--- config.mk ---
export PLATFORM = sky130hd
export DESIGN_NAME = sequencer
export DESIGN_NICKNAME = d
export VERILOG_FILES = /design/src/rtl/sequencer.sv
export SDC_FILE = /design/constraint.sdc
export NUM_CORES = 1
export LEC_CHECK = 0
export ABC_AREA = 1
export CORE_ASPECT_RATIO = 1.25
export CORE_UTILIZATION = 24
export DETAILED_ROUTE_END_ITERATION = 12
export GPL_TIMING_DRIVEN = 0
export REMOVE_ABC_BUFFERS = 1
export SYNTH_ARGS = -nofsm -noshare
export SYNTH_HDL_FRONTEND = slang
export SYNTH_SLANG_ARGS = --single-unit
--- constraint.sdc ---
create_clock -name clk -period 1.5 [get_ports clk]
set_clock_uncertainty 0.2 [all_clocks]
set_input_delay 0.375 -clock clk [delete_from_list [all_inputs] [get_ports clk]]
set_output_delay 0.375 -clock clk [all_outputs]
set_load 0.05 [all_outputs]
--- src/rtl/sequencer.sv ---
// -----------------------------------------------------------------------------
// sequencer -- upstream control FSM for the core.
//
// Steps the core through SREAD -> SLOAD1 -> SLOAD2 -> SCALC -> SWRITE for each
// instruction line. It also handles:
//   - run/stop control at instruction boundaries,
//   - RAM-busy stalls, guarded by a watchdog that forces SERR,
//   - HALT detection (by opcode, or by retiring the last line),
//   - a saturating count of retired instructions.
//
// Ports
//   clk          in   1              system clock, all state on posedge
//   rst          in   1              synchronous active-high reset
//   run          in   1              1 = execute, 0 = park in SRST at next boundary
//   ram_busy     in   1              RAM busy, from RAM
//   opcode       in   OPCODE_WIDTH   current instruction opcode (sampled in SCALC)
//   ip           in   IP_WIDTH       current line pointer (sampled at SWRITE exit)
//   q            out  SequencerState state to core
//   err          out  1              1 while q==SERR
//   halted       out  1              1 while q==SHALT
//   stall        out  1              1 while q is held by ram_busy
//   instr_count  out  CNT_WIDTH      retired instructions since reset, saturating
// -----------------------------------------------------------------------------
package sequencer_pkg;
  typedef enum logic [2:0] {
    SRST   = 3'd0,
    SREAD  = 3'd1,
    SLOAD1 = 3'd2,
    SLOAD2 = 3'd3,
    SCALC  = 3'd4,
    SWRITE = 3'd5,
    SHALT  = 3'd6,
    SERR   = 3'd7
  } SequencerState;
endpackage

module sequencer
  import sequencer_pkg::*;
#(
  parameter int OPCODE_WIDTH                = 8,
  parameter int IP_WIDTH                    = 8,
  parameter int BUSY_TIMEOUT                = 16,
  parameter int CNT_WIDTH                   = 16,
  parameter logic [OPCODE_WIDTH-1:0] OP_HALT = {OPCODE_WIDTH{1'b1}},
  parameter logic [IP_WIDTH-1:0]     IP_LAST = {IP_WIDTH{1'b1}}
) (
  input  logic                    clk,
  input  logic                    rst,
  input  logic                    run,
  input  logic                    ram_busy,
  input  logic [OPCODE_WIDTH-1:0] opcode,
  input  logic [IP_WIDTH-1:0]     ip,
  output SequencerState           q,
  output logic                    err,
  output logic                    halted,
  output logic                    stall,
  output logic [CNT_WIDTH-1:0]    instr_count
);

  // Wide enough to hold BUSY_TIMEOUT-1 even when BUSY_TIMEOUT is a power of two.
  localparam int BC_W = $clog2(BUSY_TIMEOUT + 1);
  localparam logic [BC_W-1:0] BUSY_LAST = BC_W'(BUSY_TIMEOUT - 1);

  SequencerState          q_q, q_d;
  logic [BC_W-1:0]        busy_cnt_q, busy_cnt_d;
  logic [CNT_WIDTH-1:0]   cnt_q, cnt_d;
  logic                   err_q, halted_q;
  logic                   ram_state;

  // Only the states that touch RAM can be held by ram_busy.
  assign ram_state = (q_q == SLOAD1) || (q_q == SLOAD2) || (q_q == SWRITE);
  assign stall     = ram_busy & ram_state;

  always_comb begin
    q_d        = q_q;
    busy_cnt_d = busy_cnt_q;
    cnt_d      = cnt_q;

    if (stall) begin
      // The watchdog fires on the BUSY_TIMEOUT-th consecutive held cycle,
      // overriding the hold.
      if (busy_cnt_q == BUSY_LAST) begin
        q_d        = SERR;
        busy_cnt_d = '0;
      end else begin
        busy_cnt_d = busy_cnt_q + BC_W'(1);
      end
    end else begin
      busy_cnt_d = '0;
      unique case (q_q)
        SRST:   q_d = run ? SREAD : SRST;
        SREAD:  q_d = SLOAD1;
        SLOAD1: q_d = SLOAD2;
        SLOAD2: q_d = SCALC;
        SCALC:  q_d = (opcode == OP_HALT) ? SHALT : SWRITE;
        SWRITE: begin
          // Retiring the line, including the last one that leads to SHALT.
          if (cnt_q != {CNT_WIDTH{1'b1}}) cnt_d = cnt_q + CNT_WIDTH'(1);
          if (ip == IP_LAST)  q_d = SHALT;
          else if (run)       q_d = SREAD;
          else                q_d = SRST;
        end
        SHALT:  q_d = SHALT;
        SERR:   q_d = SERR;
        default: q_d = SERR;
      endcase
    end
  end

  always_ff @(posedge clk) begin
    if (rst) begin
      q_q        <= SRST;
      busy_cnt_q <= '0;
      cnt_q      <= '0;
      err_q      <= 1'b0;
      halted_q   <= 1'b0;
    end else begin
      q_q        <= q_d;
      busy_cnt_q <= busy_cnt_d;
      cnt_q      <= cnt_d;
      // Flags register alongside q so they never depend on inputs combinationally.
      err_q      <= (q_d == SERR);
      halted_q   <= (q_d == SHALT);
    end
  end

  assign q           = q_q;
  assign err         = err_q;
  assign halted      = halted_q;
  assign instr_count = cnt_q;

endmodule
==> out/qor.csv, run 1 <==
metric;value;unit
htree_levels;1;
worst_slew_pin_slew;0.446;ns
grt_pass1_vias;1841;
async_flop_share;0;
cts_tree;done;
numPortBuffers;41;
yosys.cell_types.count;30;
seqCellArea;572;µm²
layout_common_cells;nand2_1 (58), buf_4 (32), nor2_1 (26), nand3_1 (18), inv_1 (17);
fillers;655;
routedWlPerCell;12.9;µm
rows;33;
holdCritPathClass;flip-flop to flip-flop;
multi_input_area;1190;µm²
die_area;7080;µm²
place_congestion;0.801;
synth_edf_count;0;
slew_headroom;0.703;
cts_root_buf;clkbuf_8;
finalMaxSlewViolations;0;
drt_iter0_markers;57;
dieHeight;93.8;µm
p_leak;1.20;nW
grt_setup_unrepaired;true;
num_vias;1861;
final_common_cell;nand2_1;
grt_start_max_net_pins;17;
viasPerCell;4.56;
layout.cells.non_filler;408;
cts.clk_slew.worst_paths;0.09;ns
finalPower;0.00222;W
synthCells;240;
min_period_over_period;1.14;
drc;0;
grt_usage;0.144;
layout_setup_ws;-0.217;ns
dpl.hpwl;2940;µm
drtAntennaViolNets;0;
die-width;75.4;µm
yosysWarnings;0;
violations;setup timing;
clk-insertion-delay-late;0.27;ns
worst_ep_arrival_time;1.14;ns
area_delta_synth_final;76.5;%
pre_cts_slack;-1.22;ns
syn-cell-area;1620;µm²
p_per_area;779;nW/µm²
setup_viol;21;
placed_area;2100;µm²
pin_count;42;
synth_flop_cell;dfxtp_1;
cp_max_fo;4;
fmax;583;MHz
clkSinkCount;26;
drive_gt1_frac;0.492;
seq_area_frac_synth;0.322;
wirelength;5260;µm
synth-seq-cells;26;
cp.required;0.92;ns
clock_path_buffers;2;
start_kind;flip-flop;
crit_path_end_kind;output port;
initial_core_util;0.248;
dr.pass1.iters;4;
diodes;0;
numCtsBuffers;3;
antenna_found_initial;0;
coreArea;6520;µm²
placedCellCount;363;
outcome;finished, violations left;
ir_drop;0.567;mV
grt_pass1_wl;7980;µm
gr-total-overflow;0;
period_needed;1.72;ns
crit_type;flip-flop to output port;
hold_violations;0;
drv_cap;0;
synth_area_per_cell;6.74;µm²
fin_nets;345;
fin_area;2860;µm²
postCtsHoldBufs;0;
==> worst max-delay path, cell delays in order (launching register included) <==
cell and delay (ns):
dfxtp_4 0.39, buf_6 0.10, nand2_4 0.05, a21oi_4 0.15
buf_6 0.18
==> final cells by class <==
type,instances,area share
inverters,25,0.0355
multi-input cells,185,0.416
repair buffers,81,0.285
clock buffers,3,0.0145
well taps,87,0.0381
flip-flops and latches,26,0.200
clock inverters,1,0.0105
==> layer usage <==
layer	GRT usage	wire length [µm]	vias to the layer above
met1	0.153	2040	868
met4	0.0417	104	0
met3	0.0333	320	10
met5	0	0	-
met2	0.272	2800	65
li1	-	-	918
==> cell usage after synthesis (3+ instances only) <==
cell     number  share of area
a21oi_2       9          0.049
nand2_2       3          0.012
nor2_1       38          0.088
ha_1          3          0.023
dfxtp_1      26           0.32
a21oi_1       6          0.019
nand2_1      71           0.16
xor2_1        7          0.038
inv_1        22          0.051
nand4_1       3          0.012
o21ai_0       7          0.022
nand3_1      22          0.068
==> power breakdown <==
group	total (W)	internal (W)	switching (W)
logic	0.000855	0.000370	0.000485
registers	0.000785	0.000730	0.0000557
clock network	0.000585	0.000357	0.000228
==> state kept, by name, summed over array words and instances, names as in the netlist <==
name         count
instr_count     16
q                3
busy_cnt_q       5
err              1
halted           1
==> worst paths after layout <==
| check | start | to | slack (ns) | cells after the start |
|---|---|---|---|---|
| worst max-delay path | q[1]$_SDFF_PP0_ | stall | -0.22 | 4 |
| worst min-delay path | busy_cnt_q[0]$_SDFF_PP0_ | busy_cnt_q[0]$_SDFF_PP0_ | 0.25 | 1 |
| worst max register to register | instr_count[1]$_SDFFE_PP0P_ | instr_count[3]$_SDFFE_PP0P_ | -0.17 | 9 |
| worst min register to register | busy_cnt_q[0]$_SDFF_PP0_ | busy_cnt_q[0]$_SDFF_PP0_ | 0.25 | 1 |
==> metrics by stage <==
| step | TNS (ns) | hold slack (ns) | utilization |
|---|---|---|---|
| detailed placement | -25.32 | 0.245 | 0.322 |
| floorplan | -13.03 | 0.218 | - |
| global placement | -24.92 | 0.230 | 0.322 |
| CTS | -1.77 | 0.257 | 0.399 |
| global route | -4.61 | 0.270 | 0.438 |
| finish | -2.91 | 0.246 | 0.438 |
==> kinds of logic after synthesis <==
| group | Yosys count | share of synthesized area |
|---|---|---|
| simple gates | 149 | 0.428 |
| buf+inv | 30 | 0.0804 |
| flops | 26 | 0.322 |
| compound gates | 24 | 0.104 |
| xor+xnor | 8 | 0.0433 |
| fa+ha+maj | 3 | 0.0232 |
==> what timing repair did <==
item,4_1_cts,5_1_grt
resized for setup,219,59
pin swaps,18,20
setup buffers,32,10
hold endpoints to repair,0,0
endpoints found under the setup margin,48,37
gates cloned,2,0
No activity file was read; power rests on OpenSTA's default activity.
==> run 2, diff against run 1 <==
--- a/config.mk
+++ b/config.mk
@@ -6,6 +6,7 @@
 export NUM_CORES = 1
 export LEC_CHECK = 0
 export ABC_AREA = 1
+export CAP_MARGIN = 10
 export CORE_ASPECT_RATIO = 1.25
 export CORE_UTILIZATION = 24
 export DETAILED_ROUTE_END_ITERATION = 12
==> results of run 2 <==
No change in the layout: final DEF, timing and power equal those of run 1.
